File: src/rtl/riscv_pkg.sv
// Shared RISC-V front-end definitions: width/vector defaults, next-PC source
// encoding and the PC unit's sequencing states.
package riscv_pkg;

    localparam int          XLEN_DEF     = 32;
    localparam logic [31:0] RESET_PC_DEF = 32'h0000_0000;
    localparam logic [31:0] TRAP_VEC_DEF = 32'h0000_0100;

    typedef enum logic [2:0] {
        SEL_TRAP,
        SEL_JALR,
        SEL_JAL,
        SEL_BR,
        SEL_SEQ,
        SEL_HOLD
    } pc_sel_e;

    typedef enum logic {
        ST_BOOT,
        ST_RUN
    } state_e;

endpackage

File: src/rtl/pc_target_sel.sv
// Next-PC source priority (trap > stall > jalr > jal > branch > seq), target adders
// and alignment check; purely combinational, misaligned control targets divert to TRAP_VEC.
module pc_target_sel
    import riscv_pkg::*;
#(
    parameter int              XLEN     = XLEN_DEF,
    parameter logic [XLEN-1:0] TRAP_VEC = XLEN'(TRAP_VEC_DEF),
    parameter int              IALIGN   = 4
) (
    input  logic [XLEN-1:0] pc,
    input  logic            stall,
    input  logic            trap,
    input  logic            jalr,
    input  logic            jal,
    input  logic            branch_taken,
    input  logic [XLEN-1:0] imm,
    input  logic [XLEN-1:0] rs1,
    output pc_sel_e         sel,
    output logic [XLEN-1:0] target,
    output logic [XLEN-1:0] next_pc,
    output logic            misalign
);

    localparam logic [XLEN-1:0] ALIGN_MASK = XLEN'(IALIGN - 1);

    logic [XLEN-1:0] jalr_sum;
    logic [XLEN-1:0] jalr_tgt;
    logic [XLEN-1:0] rel_tgt;
    logic [XLEN-1:0] seq_tgt;

    assign jalr_sum = rs1 + imm;
    assign jalr_tgt = jalr_sum & ~XLEN'(1);
    assign rel_tgt  = pc + imm;
    assign seq_tgt  = pc + XLEN'(4);

    // trap outranks stall so a held pipeline can still be redirected
    always_comb begin
        sel = SEL_SEQ;
        if (trap)              sel = SEL_TRAP;
        else if (stall)        sel = SEL_HOLD;
        else if (jalr)         sel = SEL_JALR;
        else if (jal)          sel = SEL_JAL;
        else if (branch_taken) sel = SEL_BR;
    end

    always_comb begin
        target = seq_tgt;
        case (sel)
            SEL_TRAP: target = TRAP_VEC;
            SEL_HOLD: target = pc;
            SEL_JALR: target = jalr_tgt;
            SEL_JAL:  target = rel_tgt;
            SEL_BR:   target = rel_tgt;
            default:  target = seq_tgt;
        endcase
    end

    assign misalign = ((sel == SEL_JALR) || (sel == SEL_JAL) || (sel == SEL_BR))
                      && ((target & ALIGN_MASK) != '0);
    assign next_pc  = misalign ? TRAP_VEC : target;

endmodule

File: src/rtl/pc_next_unit.sv
// Program counter register with boot sequencing, misaligned-target fault capture
// and an advance counter; redirects appear on PC one cycle after being sampled.
module pc_next_unit
    import riscv_pkg::*;
#(
    parameter int              XLEN     = XLEN_DEF,
    parameter logic [XLEN-1:0] RESET_PC = XLEN'(RESET_PC_DEF),
    parameter logic [XLEN-1:0] TRAP_VEC = XLEN'(TRAP_VEC_DEF),
    parameter int              IALIGN   = 4,
    parameter int              CNT_W    = 32
) (
    input  logic             clk,
    input  logic             rst,
    input  logic             stall,
    input  logic             trap,
    input  logic             Jalr,
    input  logic             Jal,
    input  logic             branch_taken,
    input  logic [XLEN-1:0]  imm,
    input  logic [XLEN-1:0]  RS1,
    output logic [XLEN-1:0]  PC,
    output logic [XLEN-1:0]  pc_plus4,
    output logic             fetch_valid,
    output logic             misalign,
    output logic [XLEN-1:0]  bad_target,
    output logic [CNT_W-1:0] instret
);

    state_e          state;
    state_e          state_nxt;
    logic            run;
    pc_sel_e         sel;
    logic [XLEN-1:0] target;
    logic [XLEN-1:0] next_pc;
    logic            tgt_misalign;

    logic [XLEN-1:0]  pc_q;
    logic [XLEN-1:0]  bad_q;
    logic             mis_q;
    logic [CNT_W-1:0] cnt_q;

    pc_target_sel #(
        .XLEN     (XLEN),
        .TRAP_VEC (TRAP_VEC),
        .IALIGN   (IALIGN)
    ) u_sel (
        .pc           (pc_q),
        .stall        (stall),
        .trap         (trap),
        .jalr         (Jalr),
        .jal          (Jal),
        .branch_taken (branch_taken),
        .imm          (imm),
        .rs1          (RS1),
        .sel          (sel),
        .target       (target),
        .next_pc      (next_pc),
        .misalign     (tgt_misalign)
    );

    always_ff @(posedge clk) begin
        if (rst) state <= ST_BOOT;
        else     state <= state_nxt;
    end

    always_comb begin
        state_nxt = ST_RUN;
        run       = 1'b0;
        case (state)
            ST_BOOT: state_nxt = ST_RUN;
            ST_RUN: begin
                state_nxt = ST_RUN;
                run       = 1'b1;
            end
            default: state_nxt = ST_BOOT;
        endcase
    end

    // BOOT ignores every redirect input, so all updates are gated by run
    always_ff @(posedge clk) begin
        if (rst) begin
            pc_q  <= RESET_PC;
            mis_q <= 1'b0;
            bad_q <= '0;
            cnt_q <= '0;
        end else begin
            mis_q <= run && tgt_misalign;
            if (run) begin
                pc_q <= next_pc;
                if (tgt_misalign)     bad_q <= target;
                if (sel != SEL_HOLD)  cnt_q <= cnt_q + 1'b1;
            end
        end
    end

    assign PC          = pc_q;
    assign pc_plus4    = pc_q + XLEN'(4);
    assign fetch_valid = run;
    assign misalign    = mis_q;
    assign bad_target  = bad_q;
    assign instret     = cnt_q;

endmodule

File: config.mk
export PLATFORM = sky130hd
export DESIGN_NAME = pc_next_unit
export DESIGN_NICKNAME = d
export VERILOG_FILES = /design/src/rtl/riscv_pkg.sv /design/src/rtl/pc_target_sel.sv /design/src/rtl/pc_next_unit.sv
export SDC_FILE = /design/constraint.sdc
export NUM_CORES = 1
export LEC_CHECK = 0
export ABC_AREA = 1
export CAP_MARGIN = 0
export CORE_ASPECT_RATIO = 0.6
export CORE_UTILIZATION = 34
export DETAILED_ROUTE_END_ITERATION = 6
export HOLD_SLACK_MARGIN = 0.03
export MAX_ROUTING_LAYER = met4
export PLACE_DENSITY = 0.59
export SLEW_MARGIN = 20
export SYNTH_ARGS = -nofsm -noshare
export SYNTH_HDL_FRONTEND = slang
export SYNTH_SLANG_ARGS = --single-unit
export TNS_END_PERCENT = 5
File: constraint.sdc
create_clock -name clk -period 1.9 [get_ports clk]
set_input_delay 0.285 -clock clk [delete_from_list [all_inputs] [get_ports clk]]
set_output_delay 0.285 -clock clk [all_outputs]
set_load 0.02 [all_outputs]
# Word-level counts from Yosys, hierarchy flattened
# Cells that the tools add are included.
[op_classes]
eq_ne = 5
n_mux = 9
add_sub_neg = 4
reduce_logical = 9
[ops]
columns = ["operator", "count"]
rows = [
  ["one-hot mux 32 bit (4 select lines)", 1],
  ["adder 32 bit", 2],
  ["adder 32 x 1 -> 32 bit (second input constant)", 1],
  ["adder 32 x 3 -> 32 bit (second input constant)", 1],
  ["2-to-1 mux 32 bit", 1],
  ["nonzero test 32 bit", 1],
  ["2-to-1 mux 3 bit", 5],
  ["== test 3 x 2 -> 1 bit (second input constant)", 2],
  ["AND reduction 2 bit", 2],
  ["== test 3 x 1 -> 1 bit (second input constant)", 1],
  ["== test 3 bit (second input constant)", 1],
  ["logical NOT 3 bit", 1],
  ["inequality test 3 bit (second input constant)", 1],
  ["logical AND 1 bit", 2],
  ["logical OR 1 bit", 2],
  ["2-to-1 mux 1 bit", 2],
  ["OR reduction 2 bit", 1],
]
[totals]
input_bits = 71
reg_bits = 98
word_cells = 32
out_inout_bits = 130

# Longest topological paths before layout
[logic_depth]
word_depth = 11
ltp_mapped = 17

# By module
# From an unflattened synthesis, not the netlist that was laid out.
[hier_totals]
cells_unflattened = 2093
area_unflattened_um2 = 11385.9
[modules_own_cells]
columns = ["mod", "cells_each", "area_per_inst_um2", "seq_area_each_um2", "n_inst"]
rows = [
  ["pc_target_sel", 1391, 6565.0, 0.0, 1],
  ["pc_next_unit", 702, 4820.9, 1961.9, 1],
]

# Worst setup path before layout
# OpenSTA, ideal clock, no wires.
[synth_path]
path_type = "register -> register"
startpoint = "register pc_q[0] (netlist: PC[0])"
endpoint = "register pc_q[30] (netlist: PC[30])"
setup_ps = 132
setup_slack_ps = -325
t_required_ps = 1768
period_less_slack_ps = 2225
arrival_time_ps = 2093
path_stages_with_launch = 18
path_cell_list = "dfxtp_1 > ha_1 > inv_1 > fa_1 > inv_1 > nand3_1 > nand3_1 > nand2_1 > nand2_1 > nand2_1 > nand2_1 > nand2_1 > nand2_1 > nand2_1 > nand3_1 > nand3_1 > nand3_1 > a21oi_1"
[synth_via]
elab_chain_len = 5
[synth_rtl]
columns = ["item", "line", "source"]
rows = [
  ["start: declaration", "pc_next_unit.sv:37", "logic [XLEN-1:0] pc_q;"],
  ["start signal: assignment", "pc_next_unit.sv:89", "pc_q <= next_pc;"],
  ["adder 32 x 3 -> 32 bit or adder 32 bit (tied branches)", "pc_target_sel.sv:34, pc_target_sel.sv:33", ""],
  ["one-hot mux 32 bit (4 select lines) (*)", "pc_target_sel.sv:48", "case (sel)"],
  ["nonzero test 32 bit", "pc_target_sel.sv:59", "&& ((target & ALIGN_MASK) != '0);"],
  ["logical AND 1 bit", "pc_target_sel.sv:59", ""],
  ["2-to-1 mux 32 bit (*)", "pc_target_sel.sv:60", "assign next_pc = misalign ? TRAP_VEC : target;"],
]
# Every way passes the cells marked *; elsewhere a longest branch is shown, timed or not.
# A chain may end at the register's enable or synchronous reset.

# Worst setup path after layout
[layout_path]
startpoint = "register pc_q[11] (netlist: PC[11])"
endpoint = "output pc_plus4[25]"
[layout_via]
elab_chain_len = 1
[layout_rtl]
columns = ["item", "line", "source"]
rows = [
  ["adder 32 x 3 -> 32 bit", "pc_next_unit.sv:97", "assign pc_plus4 = pc_q + XLEN'(4);"],
  ["end: declaration", "pc_next_unit.sv:22", "output logic [XLEN-1:0] pc_plus4,"],
]
# Every way passes these cells.

==> flow_summary.ini <==
[pwr]
standby_leakage_power_nw = 8.60
max-vdd-ir-drop_v = 0.000497
power_density_nw_per_um2 = 435

[cells_and_area]
drive_above_1_share_pct = 29.0
final_area_um2 = 16900
mostFrequentLayoutCells = nand2_1 (581), buf_4 (322), inv_1 (297)
postLayoutCoreUtil_pct = 57.9
stdcell_count = 2777
mostFrequentLayoutCell = nand2_1
fillers = 2965
area_grow_syn2layout_pct = 64.7
nets = 2508

[route]
wl_per_cell_um = 17.1
via_count = 14000
met2WireLength_mm = 18.8
m1WireLength_mm = 24.0
drt_first_iter_violations = 1407
drtAntennaViolNets = 0
routed_via_density = 5.03
detailedRoute.firstPassIterationCount = 5
met3RoutedLength_mm = 4.18
drc_errors_left = 0
dr.max_layer_used = met4
drt_wl_total_mm = 47.4

[placement]
place_hpwl_mm = 38.3
port_buffers = 200
dp.cells = 2746
placement.cell_area_um2 = 15100
place_worst_setup_slack_ns = -0.904
routabilityCongestion = 0.963

[worst_hold_path]
holdPathStages = 3
hp-class = primary input to flop

[status]
outcome = finished with violations
failed_checks = negative setup slack

[global_routing]
grt_start_max_net_pins = 54
first_global_vias = 12600
grt_antenna_before_repair = 0
grt_overflow_total = 0
grt_util_all_layers_pct = 30.8
global_route_wire_length_before_repair_mm = 70.5

[worst_setup_path]
cp.arrival_ns = 2.08
critical_path.slowest_cell = nor4_4
max_stage_delay_on_crit_path_ns = 0.37
path_common_cell = buf_4
critical_path_class = flop to primary output
rr_worst_depth = 15
critical_path_peak_fanout = 4
worst_setup_end_kind = primary output
timing.critical_path.cells = buf_4 > nand2_2 > nor2_4 > buf_4 > nand2_1 > nor4_4 > buf_4 > or2_4 > nand2_2 > buf_6
setup.worst_path.start_class = flop
required_arrival_time_at_the_worst_endpoint_ns = 1.62

[synth]
ys_seq_elements = 98
async_reset_ff_share_pct = 0
yosysWarnings = 0
synth_edf_count = 0
seq_area_frac_synth_pct = 19.1
synthFlopType = dfxtp_1
synthCells = 1868
post_synth.cell_area_avg_um2 = 5.51
mappedNetlistArea_um2 = 10300
unique_cell_type_count_in_the_yosys_netlist = 46
synthesized_nets = 2004

[clock_tree]
holdBufCountCts = 0
cts_num_sinks = 98
clock_tree.root_cell = clkbuf_16
clkSlewWorstSetupHoldPaths_ns = 0.07
cts_tree = yes
clockBufferDepth = 2
cts_made_buffers = 9
clk_latency_ns = 0.36
clock_tree.htree_level_count = 3

[sta]
grt_setup_unrepaired = yes
post-route-period-util_pct = 125
max_freq_ghz = 0.422
final_hold_viol_count = 0
postLayoutSetupSlackWorst_ns = -0.467
finalMaxSlewViolations = 0
maxSlewHeadroom_pct = 51.8
fin_skew_ns = 0.00875
tightestPinTransition_ns = 0.723
finalSetupViolCount = 96
min_period_ns = 2.37

[floorplan]
design.portCount = 201
chipHeight_um = 137
floorplan.die_area_um2 = 31000
fp.dieW_um = 227
initial_utilization_pct = 35.2
fp.coreArea_um2 = 29200
core_rows = 48

[flow_run]
number_of_max_capacitance_violations_reported = 0
final timing paths:
| check | startpoint | endpoint | slack (ns) |
|---|---|---|---|
| max | PC[11] | pc_plus4[25] | -0.47 |
| min | rst | state | 0.41 |
| max reg2reg | PC[6] | bad_target[18] | -0.42 |
| min reg2reg | bad_target[1] | bad_target[1] | 0.47 |
flip-flops by register name, summed over array words and instances, names as in the netlist:
signal,flops
instret,32
state,1
PC,32
misalign,1
bad_target,32
layout make-up:
class                           instances  area (um2)  area share (%)
Multi-Input combinational cell       1422        8350            49.3
Timing Repair Buffer                  528        4600            27.1
Sequential cell                        98        2000            11.8
Inverter                              313        1180            6.95
Tap cell                              400         500            2.95
Clock buffer                           13         260            1.54
Clock inverter                          2        60.1           0.354
Antenna cell                            1        2.50          0.0148
Yosys cell counts (3+ instances only):
library cell  count  share of area [%]
inv_2             4               0.15
nand2_2           7               0.43
nor2_2            5               0.30
inv_1           309                 11
or2_2            24                1.5
nor2_4            5               0.55
nand4_1          21                1.3
nor3_2            3               0.29
nor2_1          142                5.2
a21oi_1         125                6.1
buf_4             3               0.22
o21bai_1          4               0.29
clkbuf_1         17               0.62
nand3b_1         14                1.0
o21a_1            3               0.22
buf_2            11               0.54
nor4_1            8               0.49
dfxtp_1          98                 19
nand2_1         650                 24
o21ai_1           3               0.15
xor2_1           15                1.3
o21ai_0          81                3.9
nand3_1         174                8.5
xnor2_1           5               0.43
a211oi_1          3               0.22
nand3_2           3               0.29
nor3_1           38                1.8
and3_1            5               0.30
ha_1             63                7.7
nor3b_1           3               0.22
kinds of logic after synthesis:
| family | after synthesis | synth area share, % |
|---|---|---|
| buffers and inverters | 348 | 13.0 |
| adder cells (fa/ha/maj) | 65 | 8.05 |
| AND/OR/NAND/NOR | 1106 | 46.3 |
| AO/OA/AOI/OAI | 231 | 11.8 |
| XOR/XNOR | 20 | 1.70 |
| flip-flops | 98 | 19.1 |
what timing repair did:
action                                  in CTS  in global routing
gates cloned                                 0                  0
gates resized for setup                    317                175
pin swaps                                   30                 29
endpoints found under the setup margin     109                115
setup buffers                                9                  7
hold endpoints to repair                     0                  0
per-stage QoR:
stage	total power, W	hold WS, ns	setup TNS [ns]
floorplan	0.00358	0.514	-2.53
global placement	0.00497	0.457	-68.45
detailed placement	0.00499	0.467	-71.32
CTS	0.00719	0.370	-25.41
global route	0.00772	0.396	-35.03
finish	0.00737	0.407	-24.58
critical path: cells and delay by family (launching register included):
family / cells / cell delay (ns)
simple gates: 6 / 0.83
buf+inv: 4 / 0.56
flops: 1 / 0.34
layer usage:
layer / vias to the layer above / track usage [%]
li1: 6947 / -
met5: - / -
met2: 573 / 42.5
met3: 36 / 5.09
met4: 0 / 4.47
met1: 6417 / 46.7
where the power goes:
| part | switching (W) | internal (W) |
|---|---|---|
| logic | 0.00179 | 0.00138 |
| registers | 0.0000471 | 0.00211 |
| clock network | 0.000829 | 0.00122 |
Power figures use the tool's default switching activity.
